===== config.mk =====
export PLATFORM = sky130hd
export DESIGN_NAME = fetch_unit
export DESIGN_NICKNAME = d
export VERILOG_FILES = /design/src/rtl/fetch_unit.sv
export SDC_FILE = /design/constraint.sdc
export NUM_CORES = 1
export LEC_CHECK = 0
export ABC_CLOCK_PERIOD_IN_PS = 8250
export CORE_ASPECT_RATIO = 0.5
export CORE_MARGIN = 2
export CORE_UTILIZATION = 30
export CTS_CLUSTER_DIAMETER = 120
export DETAILED_ROUTE_END_ITERATION = 7
export GPL_ROUTABILITY_DRIVEN = 0
export MAX_ROUTING_LAYER = met4
export SKIP_CTS_REPAIR_TIMING = 1
export SLEW_MARGIN = 15
export SYNTH_ARGS = -nofsm -noshare
export SYNTH_HDL_FRONTEND = slang
export SYNTH_SLANG_ARGS = --single-unit

===== constraint.sdc =====
create_clock -name clk -period 8.25 [get_ports clk]
set_input_delay 1.2375 -clock clk [delete_from_list [all_inputs] [get_ports clk]]
set_output_delay 1.2375 -clock clk [all_outputs]
set_load 0.03 [all_outputs]

===== src/rtl/fetch_unit.sv =====
// Instruction fetch stage: owns the fetch PC, issues word requests to imem and
// buffers in-order responses in a small FIFO for the single-cycle datapath.
module fetch_unit #(
  parameter int unsigned     XLEN      = 64,
  parameter int unsigned     ILEN      = 32,
  parameter logic [XLEN-1:0] RESET_PC  = '0,
  parameter int unsigned     BUF_DEPTH = 4
) (
  input  logic            clk,
  input  logic            reset,
  output logic            imem_req_valid,
  input  logic            imem_req_ready,
  output logic [XLEN-1:0] imem_req_addr,
  input  logic            imem_resp_valid,
  input  logic [ILEN-1:0] imem_resp_data,
  output logic            inst_valid,
  input  logic            inst_ready,
  output logic [ILEN-1:0] inst_data,
  output logic [XLEN-1:0] inst_pc,
  input  logic            redirect_valid,
  input  logic [XLEN-1:0] redirect_pc,
  output logic            fetch_err
);
  localparam int unsigned PW = $clog2(BUF_DEPTH);
  localparam int unsigned CW = PW + 1;
  localparam logic [CW:0]   DEPTH_C  = (CW+1)'(BUF_DEPTH);
  localparam logic [CW-1:0] CNT_ONE  = CW'(1);
  localparam logic [PW-1:0] PTR_ONE  = PW'(1);
  localparam logic [XLEN-1:0] WORD_STEP = XLEN'(4);

  logic [XLEN-1:0] fetch_pc_q, fetch_pc_d, resp_pc_q, resp_pc_d;
  logic [CW-1:0]   inflight_q, inflight_d, drop_q, drop_d, count_q, count_d;
  logic [PW-1:0]   rd_ptr_q, rd_ptr_d, wr_ptr_q, wr_ptr_d;
  logic            err_q, err_d;
  logic [ILEN-1:0] data_mem_q [BUF_DEPTH];
  logic [XLEN-1:0] pc_mem_q   [BUF_DEPTH];

  logic            req_fire, resp_ok, push, pop;
  logic [CW:0]     occupancy;
  logic [XLEN-1:0] target_pc;

  // Issue decision uses only registered counts, so resp/pop never reach req_valid.
  assign occupancy      = {1'b0, inflight_q} + {1'b0, count_q};
  assign imem_req_valid = !reset && !redirect_valid && (occupancy < DEPTH_C);
  assign imem_req_addr  = fetch_pc_q;
  assign req_fire       = imem_req_valid && imem_req_ready;
  assign resp_ok        = imem_resp_valid && (inflight_q != '0);
  assign push           = resp_ok && (drop_q == '0) && !redirect_valid;
  assign inst_valid     = (count_q != '0);
  assign pop            = inst_valid && inst_ready;
  assign inst_data      = inst_valid ? data_mem_q[rd_ptr_q] : '0;
  assign inst_pc        = inst_valid ? pc_mem_q[rd_ptr_q] : '0;
  assign fetch_err      = err_q;
  assign target_pc      = {redirect_pc[XLEN-1:2], 2'b00};

  always_comb begin
    fetch_pc_d = fetch_pc_q;
    resp_pc_d  = resp_pc_q;
    drop_d     = drop_q;
    count_d    = count_q;
    rd_ptr_d   = rd_ptr_q;
    wr_ptr_d   = wr_ptr_q;
    err_d      = err_q || (imem_resp_valid && (inflight_q == '0));
    inflight_d = inflight_q + CW'(req_fire) - CW'(resp_ok);
    if (redirect_valid) begin
      // Everything still outstanding after this cycle belongs to the old path.
      fetch_pc_d = target_pc;
      resp_pc_d  = target_pc;
      drop_d     = inflight_q - CW'(resp_ok);
      count_d    = '0;
      rd_ptr_d   = '0;
      wr_ptr_d   = '0;
    end else begin
      if (req_fire) fetch_pc_d = fetch_pc_q + WORD_STEP;
      if (resp_ok && (drop_q != '0)) drop_d = drop_q - CNT_ONE;
      if (push) begin
        resp_pc_d = resp_pc_q + WORD_STEP;
        wr_ptr_d  = wr_ptr_q + PTR_ONE;
      end
      if (pop) rd_ptr_d = rd_ptr_q + PTR_ONE;
      count_d = count_q + CW'(push) - CW'(pop);
    end
  end

  always_ff @(posedge clk) begin
    if (reset) begin
      fetch_pc_q <= RESET_PC;
      resp_pc_q  <= RESET_PC;
      inflight_q <= '0;
      drop_q     <= '0;
      count_q    <= '0;
      rd_ptr_q   <= '0;
      wr_ptr_q   <= '0;
      err_q      <= 1'b0;
    end else begin
      fetch_pc_q <= fetch_pc_d;
      resp_pc_q  <= resp_pc_d;
      inflight_q <= inflight_d;
      drop_q     <= drop_d;
      count_q    <= count_d;
      rd_ptr_q   <= rd_ptr_d;
      wr_ptr_q   <= wr_ptr_d;
      err_q      <= err_d;
    end
  end

  always_ff @(posedge clk) begin
    if (push && !reset) begin
      data_mem_q[wr_ptr_q] <= imem_resp_data;
      pc_mem_q[wr_ptr_q]   <= resp_pc_q;
    end
  end
endmodule


Word-level counts from Yosys, hierarchy flattened
Memories as Yosys holds them, arrays and structs flattened. A register that Yosys moved wholly into a read port is not among the register bits.
Index checks and enable logic that the tools add are counted.
W data, S select, Z words.
{"block": "word_totals", "in_bits": 102, "word_cells": 60, "ramBits": 384, "out_inout_bits": 163, "mem_count": 2, "register_bits": 142}
{"memory": "pc_mem_q", "words": 4, "width": 64, "read_ports": 1, "rd_clocked_by_memory_dff": 1, "write_ports": 1, "line": "36", "source": "logic [XLEN-1:0] pc_mem_q [BUF_DEPTH];"}
{"memory": "data_mem_q", "words": 4, "width": 32, "read_ports": 1, "rd_clocked_by_memory_dff": 1, "write_ports": 1, "line": "35", "source": "logic [ILEN-1:0] data_mem_q [BUF_DEPTH];"}
{"block": "classes", "n_mux": 14, "reduce_logical": 22, "order_cmp": 1, "addsub": 11}
{"op": "$mux W64", "n": 5}
{"op": "$add A64 B3 Y64 const B", "n": 2}
{"op": "$mux W32", "n": 1}
{"op": "$logic_and A1 B1 Y1", "n": 10}
{"op": "$reduce_bool A3 Y1", "n": 3}
{"op": "$sub A3 B1 Y3", "n": 3}
{"op": "$mux W2", "n": 4}
{"op": "$add A3 B1 Y3", "n": 2}
{"op": "$logic_not A3 Y1", "n": 2}
{"op": "$mux W3", "n": 2}
{"op": "$reduce_bool A2 Y1", "n": 3}
{"op": "$add A2 B1 Y2 const B", "n": 2}
{"op": "$add A3 B3 Y4", "n": 1}
{"op": "$lt A4 B3 Y1 const B", "n": 1}
{"op": "$sub A3 B1 Y3 const B", "n": 1}
{"op": "$logic_not A1 Y1", "n": 2}
{"op": "$mux W1", "n": 2}
{"op": "$reduce_or A2 Y1", "n": 1}
{"op": "$logic_or A1 B1 Y1", "n": 1}

Longest topological paths before layout
Gate-level depths: netlist (run 1).
{"block": "logic_depth", "depth_word": 7, "ltp_mapped": 16, "ltp_nobuf": 12}

Worst setup path after synthesis (run 1)
No wires, ideal clock.
{"block": "synth_path", "path_type": "input to register", "start": "input port imem_resp_valid", "end": "memory data_mem_q[0][0] (enable)", "path_stages": 4, "setup_time_ns": 0.464, "arrival_time_ns": 4.267, "n_path_buf": 1, "setup_slack_ns": 3.519, "required_ns": 7.786, "path_cell_list": "nand3b_1 > nor2_1 > clkbuf_1 > and3_1"}
{"block": "synth_between", "elab_chain_cells": 6}
{"element": "start: declaration", "line": "14", "source": "input logic imem_resp_valid,"}
{"element": "$logic_and A1 B1 Y1", "line": "47", "source": "assign resp_ok = imem_resp_valid && (inflight_q != '0);"}
{"element": "$logic_and A1 B1 Y1 (2 in a row)", "line": "48", "source": "assign push = resp_ok && (drop_q == '0) && !redirect_valid;"}
{"element": "$logic_and A1 B1 Y1", "line": "108", "source": "if (push && !reset) begin"}
{"element": "$mux W1", "line": "108"}
{"element": "$mux W1 (implied by the code)", "line": "109", "source": "data_mem_q[wr_ptr_q] <= imem_resp_data;"}
{"element": "end: declaration", "line": "35"}
No other way between the ends.

==> metrics, run 1 <==
Die Span X=389 um; number of global-route vias before repair=14300; normalized max-slew margin=24.1%; unrepaired setup endpoints after global routing=no; highest-delay cell along the critical path=sky130_fd_sc_hd__dfxtp_4; clock insertion delay at the later pin of the skew report=0.59 ns; critical path, cell by cell=buf_4 > mux4_2 > and2_1 > clkdlybuf4s50_1; post-synthesis sequential element count=516; clock-pin slew on the worst setup and hold paths=0.06 ns; clk root buf=sky130_fd_sc_hd__clkbuf_16; CTS Buffer Depth=3; power density over the cells=221 nW/um^2; setup violators final=0; Arr. time, crit path=3.60 ns; global router's overall resource usage=16.4%; initial cell density of the core=30.4%; ratio of cells with drive above 1 in the final layout=12.3%; number of synthesized flops with an enable pin=376; Final period util=58.7%; total buffers and inverters traversed by the critical path=2; # H-tree levels=2; WP data required=7.01 ns; detailed-routing iteration count for the pre-antenna-repair pass=5; overall power after layout=6.07 mW; WL/cell=21.6 um; Peak Freq=0.207 GHz; post-synthesis cell count=1620; CP max FO=44; wire length on met2=31.9 mm; routed metal-1 wirelength=25.4 mm; amount of wire on met3 after detailed routing=3.15 mm; Setup WS pre-CTS=3.38 ns; global-route wire length before repair=92.1 mm; final count of pins violating max slew=0; path category of the worst min-delay check=flop to flop; Peak VDD IR=155 uV; summed instance area of the synthesized netlist=22200 sq um; smallest setup slack after layout=3.41 ns; Detail Route Antenna Nets=0; most frequent cells in the layout=376 x sky130_fd_sc_hd__edfxtp_1, 256 x sky130_fd_sc_hd__clkdlybuf4s50_1, 138 x sky130_fd_sc_hd__dfxtp_1; Placement Rows=70; top-level port count=265; estimated wirelength of the detail-placed design=41.3 mm; number of design-rule violations left by the first detailed-router iteration=1223; top cell family by delay on the critical path=buffers and inverters; number of fill cells=6899; CTS Buf Count=51; number of buffers inserted by port buffering=258; number of clock sinks seen by CTS=516; type of element capturing the critical path=primary output; top routing layer in use=met4; result of the run=finished clean; Lkg Pwr=8.61 nW; Crit Path Class=flop to primary output; most instantiated flip-flop cell in the synthesis netlist=sky130_fd_sc_hd__edfxtp_1; count of placed standard cells including taps=2788; number of warning messages in the yosys log=0; die area=76300 sq um; DIE HEIGHT=196 um; distinct cell type count of the synthesized netlist=67; residual overflow from global routing=0; clock tree from TritonCTS=built; slack of the worst reg-to-reg path=4.64 ns; Avg Vias per Cell=5.05; pin count of the biggest net entering global routing=74; kind of start point of the critical path=flop; Core Box Area=73100 sq um; vias after detailed routing=14600; number of failing hold endpoints at the final stage=0; actual slew at the worst max-slew pin=1.13 ns; Post-Synthesis Mean Instance Area=13.7 sq um; growth of design area from synthesis to finish=23.8%; total number of nets in the final design=1989; antenna violations before repair=2; final non-filler cell total=2885; count of max-cap constraint violations=0; sum of routed wire length over all layers=62.3 mm; remaining design rule violation count=0; clock period minus final worst setup slack=4.84 ns; sequential fraction of the synthesis area=63.5%; share of synthesized flip-flops with an asynchronous set or reset=0%; commonest non-fill, non-tap cell in the layout=sky130_fd_sc_hd__edfxtp_1; Total Neg Setup Slack=0 ns; post-route clock skew=0.0128 ns; CP peak stage delay=0.94 ns
per-stage QoR:
step                      hold slack (ns)  util [%]  instance area (sq um)
after floorplan                     0.481         -                  22200
after detailed placement            0.468      35.3                  25800
after global placement              0.453      35.3                  25800
after CTS                           0.483      37.6                  27500
final                               0.482      37.6                  27500
after global routing                0.528      37.6                  27500
worst min-delay path, delay by kind of cell (launching register included):
kind,cells,cell delay (ns)
flip-flops,1,0.33
AND/OR/NAND/NOR,1,0.07
AO/OA/AOI/OAI,1,0.04
cells by family after synthesis:
kind of cell | share of synthesized area, %
other | 0.0169
AO/OA/AOI/OAI | 6.32
XOR/XNOR | 3.20
AND/OR/NAND/NOR | 13.6
adder cells (fa/ha/maj) | 1.08
multiplexers | 10.2
buffers and inverters | 2.11
flip-flops | 63.5
power by group:
part | total (mW) | internal (mW) | switching (mW)
Clock | 2.29 | 1.30 | 0.987
Combinational | 0.798 | 0.335 | 0.464
Sequential | 2.98 | 2.88 | 0.107
cell type report:
class / instances / area [sq um] / area share (%)
repair buffers: 277 / 2720 / 9.89
inverters: 34 / 129 / 0.469
clock inverters: 25 / 180 / 0.655
flip-flops and latches: 516 / 14100 / 51.3
clock buffers: 70 / 1460 / 5.31
well taps: 972 / 1220 / 4.42
diodes: 2 / 5.00 / 0.0182
multi-input cells: 989 / 7680 / 27.9
registers in the layout (all words and copies together), names as in the netlist, named ones only:
signal / cells
inflight_q: 3
data_mem_q: 128
drop_q: 3
rd_ptr_q: 2
fetch_err: 1
pc_mem_q: 248
count_q: 3
resp_pc_q: 62
wr_ptr_q: 2
imem_req_addr: 62
final timing paths:
check / from / endpoint / cells after the start
hold reg to reg: fetch_err / fetch_err / 2
setup reg to reg: drop_q[0] / pc_mem_q[2][47] / 7
hold / removal: fetch_err / fetch_err / 2
setup / recovery: flop / inst_pc[20] / 4
cell usage after synthesis, types with 3 or more instances:
master	count	area, sq um
sky130_fd_sc_hd__and4_1	3	26.3
sky130_fd_sc_hd__nor3_1	38	190
sky130_fd_sc_hd__nor4_2	3	37.5
sky130_fd_sc_hd__and3_1	19	119
sky130_fd_sc_hd__ha_1	16	200
sky130_fd_sc_hd__or3_1	12	75.1
sky130_fd_sc_hd__o211ai_1	5	37.5
sky130_fd_sc_hd__xor2_1	14	123
sky130_fd_sc_hd__o21ai_0	34	170
sky130_fd_sc_hd__nand3b_1	4	30.0
sky130_fd_sc_hd__nor4_4	3	63.8
sky130_fd_sc_hd__inv_1	32	120
sky130_fd_sc_hd__a221oi_1	4	35.0
sky130_fd_sc_hd__a22oi_1	11	82.6
sky130_fd_sc_hd__a21boi_0	19	143
sky130_fd_sc_hd__and2_1	111	694
sky130_fd_sc_hd__buf_1	7	26.3
sky130_fd_sc_hd__mux2i_1	8	80.1
sky130_fd_sc_hd__mux4_2	94	2120
sky130_fd_sc_hd__nand2_1	101	379
sky130_fd_sc_hd__edfxtp_1	376	11300
sky130_fd_sc_hd__nand4_1	49	307
sky130_fd_sc_hd__a21oi_1	58	290
sky130_fd_sc_hd__or4_1	6	45.0
sky130_fd_sc_hd__nor4_1	22	138
sky130_fd_sc_hd__o22ai_1	15	93.8
sky130_fd_sc_hd__a31oi_1	28	175
sky130_fd_sc_hd__a211oi_1	17	128
sky130_fd_sc_hd__dfxtp_1	140	2800
sky130_fd_sc_hd__nand3_1	54	270
sky130_fd_sc_hd__nand4_2	3	37.5
sky130_fd_sc_hd__buf_2	8	40.0
sky130_fd_sc_hd__xnor2_1	67	587
sky130_fd_sc_hd__a311oi_1	7	61.3
sky130_fd_sc_hd__o311ai_0	6	52.6
sky130_fd_sc_hd__mux2_2	5	56.3
sky130_fd_sc_hd__o21bai_1	5	37.5
sky130_fd_sc_hd__nor2_1	110	413
sky130_fd_sc_hd__clkbuf_1	65	244
sky130_fd_sc_hd__or2_2	4	25.0
sky130_fd_sc_hd__buf_4	4	30.0
routing by layer:
metal | GRT usage (%) | vias up
li1 | - | 6700
met1 | 19.9 | 7336
met2 | 27.9 | 420
met3 | 2.41 | 102
met4 | 5.87 | 0
met5 | - | -
Note: power is estimated with default switching activity, not from simulation.
==> inputs of run 2 (changes only) <==
--- a/config.mk
+++ b/config.mk
@@ -5,7 +5,7 @@
 export SDC_FILE = /design/constraint.sdc
 export NUM_CORES = 1
 export LEC_CHECK = 0
-export ABC_CLOCK_PERIOD_IN_PS = 8250
+export ABC_CLOCK_PERIOD_IN_PS = 3950
 export CORE_ASPECT_RATIO = 0.5
 export CORE_MARGIN = 2
 export CORE_UTILIZATION = 30
==> constraint.sdc (replaced) <==
create_clock -name clk -period 3.95 [get_ports clk]
set_input_delay 0.5925 -clock clk [delete_from_list [all_inputs] [get_ports clk]]
set_output_delay 0.5925 -clock clk [all_outputs]
set_load 0.03 [all_outputs]
==> metrics, run 2 (same netlist as run 1, synthesis figures left out) <==
number of global-route vias before repair=14200 (was 14300); post-route clock skew=0.0323 ns (was 0.0128 ns); Total Neg Setup Slack=0 ns (unchanged); residual overflow from global routing=0 (unchanged); relative contribution of combinational cells to total power=13.3% (was 13.2%); power density over the cells=456 nW/um^2 (was 221 nW/um^2); ratio of cells with drive above 1 in the final layout=12.7% (was 12.3%); type of element capturing the critical path=primary output (unchanged); CTS Buffer Depth=3 (unchanged); detailed-routing iteration count for the pre-antenna-repair pass=6 (was 5); hold slack final=0.197 ns (was 0.482 ns); overall power after layout=12.6 mW (was 6.07 mW); clock period minus final worst setup slack=3.57 ns; highest-delay cell along the critical path=sky130_fd_sc_hd__dfxtp_4 (unchanged); largest registers in the final layout=pc_mem_q (248), data_mem_q (128) (unchanged); Peak Freq=0.280 GHz; antenna violations before repair=5 (was 2); unrepaired setup endpoints after global routing=no (unchanged); Detail Route Antenna Nets=0 (unchanged); WP data required=3.36 ns (was 7.01 ns); number of failing hold endpoints at the final stage=0 (unchanged); estimated wirelength of the detail-placed design=42.7 mm (was 41.3 mm); kind of start point of the critical path=flop (unchanged); clock tree from TritonCTS=built (unchanged); Avg Vias per Cell=5.07 (was 5.05); growth of design area from synthesis to finish=24.9% (was 23.8%); final non-filler cell total=2905 (was 2885); pin count of the biggest net entering global routing=65 (was 74); total number of nets in the final design=2007 (was 1989); Lkg Pwr=8.71 nW (was 8.61 nW); setup violators final=0 (unchanged); sum of routed wire length over all layers=62.7 mm (was 62.3 mm); number of design-rule violations left by the first detailed-router iteration=1040 (was 1223); critical path, cell by cell=buf_4 > mux4_2 > and2_1 > clkdlybuf4s50_1 (unchanged); net switching power figure=3.26 mW (was 1.56 mW); most frequent cells in the layout=376 x sky130_fd_sc_hd__edfxtp_1, 256 x sky130_fd_sc_hd__clkdlybuf4s50_1, 138 x sky130_fd_sc_hd__dfxtp_1 (unchanged); vias after detailed routing=14700 (was 14600); number of clock sinks seen by CTS=516 (unchanged); number of fill cells=6921 (was 6899); CP peak stage delay=0.60 ns (was 0.94 ns); internal power=9.38 mW (was 4.51 mW); top-level port count=265 (unchanged); CP max FO=18 (was 44); Biggest register=pc_mem_q (unchanged); initial cell density of the core=30.4% (unchanged); Storage cell area=14100 sq um (unchanged); Arr. time, crit path=2.98 ns (was 3.60 ns); remaining design rule violation count=0 (unchanged); clock group share of total power=37.4% (was 37.7%); number of buffers inserted by port buffering=258 (unchanged); area of the multi-input gates=7670 sq um (was 7680 sq um); clk root buf=sky130_fd_sc_hd__clkbuf_16 (unchanged); die area=76300 sq um (unchanged); WL/cell=21.6 um (about the same); Crit Path Class=flop to primary output (unchanged); commonest non-fill, non-tap cell in the layout=sky130_fd_sc_hd__edfxtp_1 (unchanged); Reg power frac=49.2% (about the same); path category of the worst min-delay check=primary input to flop (was flop to flop); actual slew at the worst max-slew pin=0.848 ns (was 1.13 ns); count of placed standard cells including taps=2806 (was 2788); normalized max-slew margin=43.2% (was 24.1%); clock-pin slew on the worst setup and hold paths=0.06 ns (about the same); Die Span X=389 um (unchanged); switching fraction of total power=25.8% (was 25.7%); CTS Buf Count=51 (unchanged); Placement Rows=70 (unchanged); DIE HEIGHT=196 um (unchanged); global-route wire length before repair=92.4 mm (was 92.1 mm); Peak VDD IR=284 uV (was 155 uV); clock insertion delay at the later pin of the skew report=0.62 ns (was 0.59 ns); Core Box Area=73100 sq um (unchanged); global router's overall resource usage=16.5% (was 16.4%); Final period util=90.4%; result of the run=finished clean (unchanged); # H-tree levels=2 (unchanged); Largest register FFs=248 (unchanged); final count of pins violating max slew=0 (unchanged); count of max-cap constraint violations=0 (unchanged)
## run 2: cell count changes in the layout (fill, tap and decap cells not counted), moves of 3 or more
cell and change:
sky130_fd_sc_hd__buf_12 +10, sky130_fd_sc_hd__clkinvlp_4 -3, sky130_fd_sc_hd__clkbuf_1 +9, sky130_fd_sc_hd__clkinv_1 -3, sky130_fd_sc_hd__diode_2 +3, sky130_fd_sc_hd__clkinv_2 -5, sky130_fd_sc_hd__buf_4 +8
## run 2: worst paths after layout
| kind | start | end | slack (ns) | cells past startpoint |
|---|---|---|---|---|
| worst max-delay path | flop | inst_pc[53] | 0.38 | 4 |
| worst min-delay path | reset | inflight_q[2] | 0.20 | 2 |
| worst max register to register | resp_pc_q[34] | resp_pc_q[46] | 0.88 | 6 |
| worst min register to register | fetch_err | fetch_err | 0.48 | 2 |
## run 2: per-layer routing
layer / track usage (%) / vias up / routed length [um]
li1: - / 6749 / -
met1: 20.1 / 7446 / 25800
met2: 28.2 / 410 / 32000
met3: 2.09 / 118 / 2670
met4: 6.43 / 0 / 2230
met5: - / - / 0
## run 2: cell type report
cell class,count,share of cell area [%]
Clock inverter,17,0.587
Inverter,34,0.465
Clock buffer,77,5.21
Sequential cell,516,50.9
Tap cell,972,4.39
Timing Repair Buffer,295,10.7
Antenna cell,5,0.0451
Multi-Input combinational cell,989,27.7
## run 2: metrics by stage
step	setup WS [ns]	utilization, %	cell area, sq um
global placement	0.821	35.7	26100
detailed placement	0.835	35.7	26100
floorplan	0.598	-	22200
global route	0.194	37.9	27700
CTS	0.276	37.9	27700
finish	0.378	37.9	27700
## run 2: critical path: cells and delay by family, from the launching register on
kind                   cells  cell delay (ns)
DFF                        1             0.60
and+or+nand+nor            1             0.18
buffers and inverters      2             0.99
muxes                      1             0.59
## run 2: power by group through the flow
stage	logic [mW]	registers, mW	clock network, mW
floorplan	0.913	6.35	0
global placement	1.69	6.33	0
detailed placement	1.70	6.34	0
CTS	1.71	6.22	4.83
global route	1.80	6.25	5.05
finish	1.68	6.22	4.73
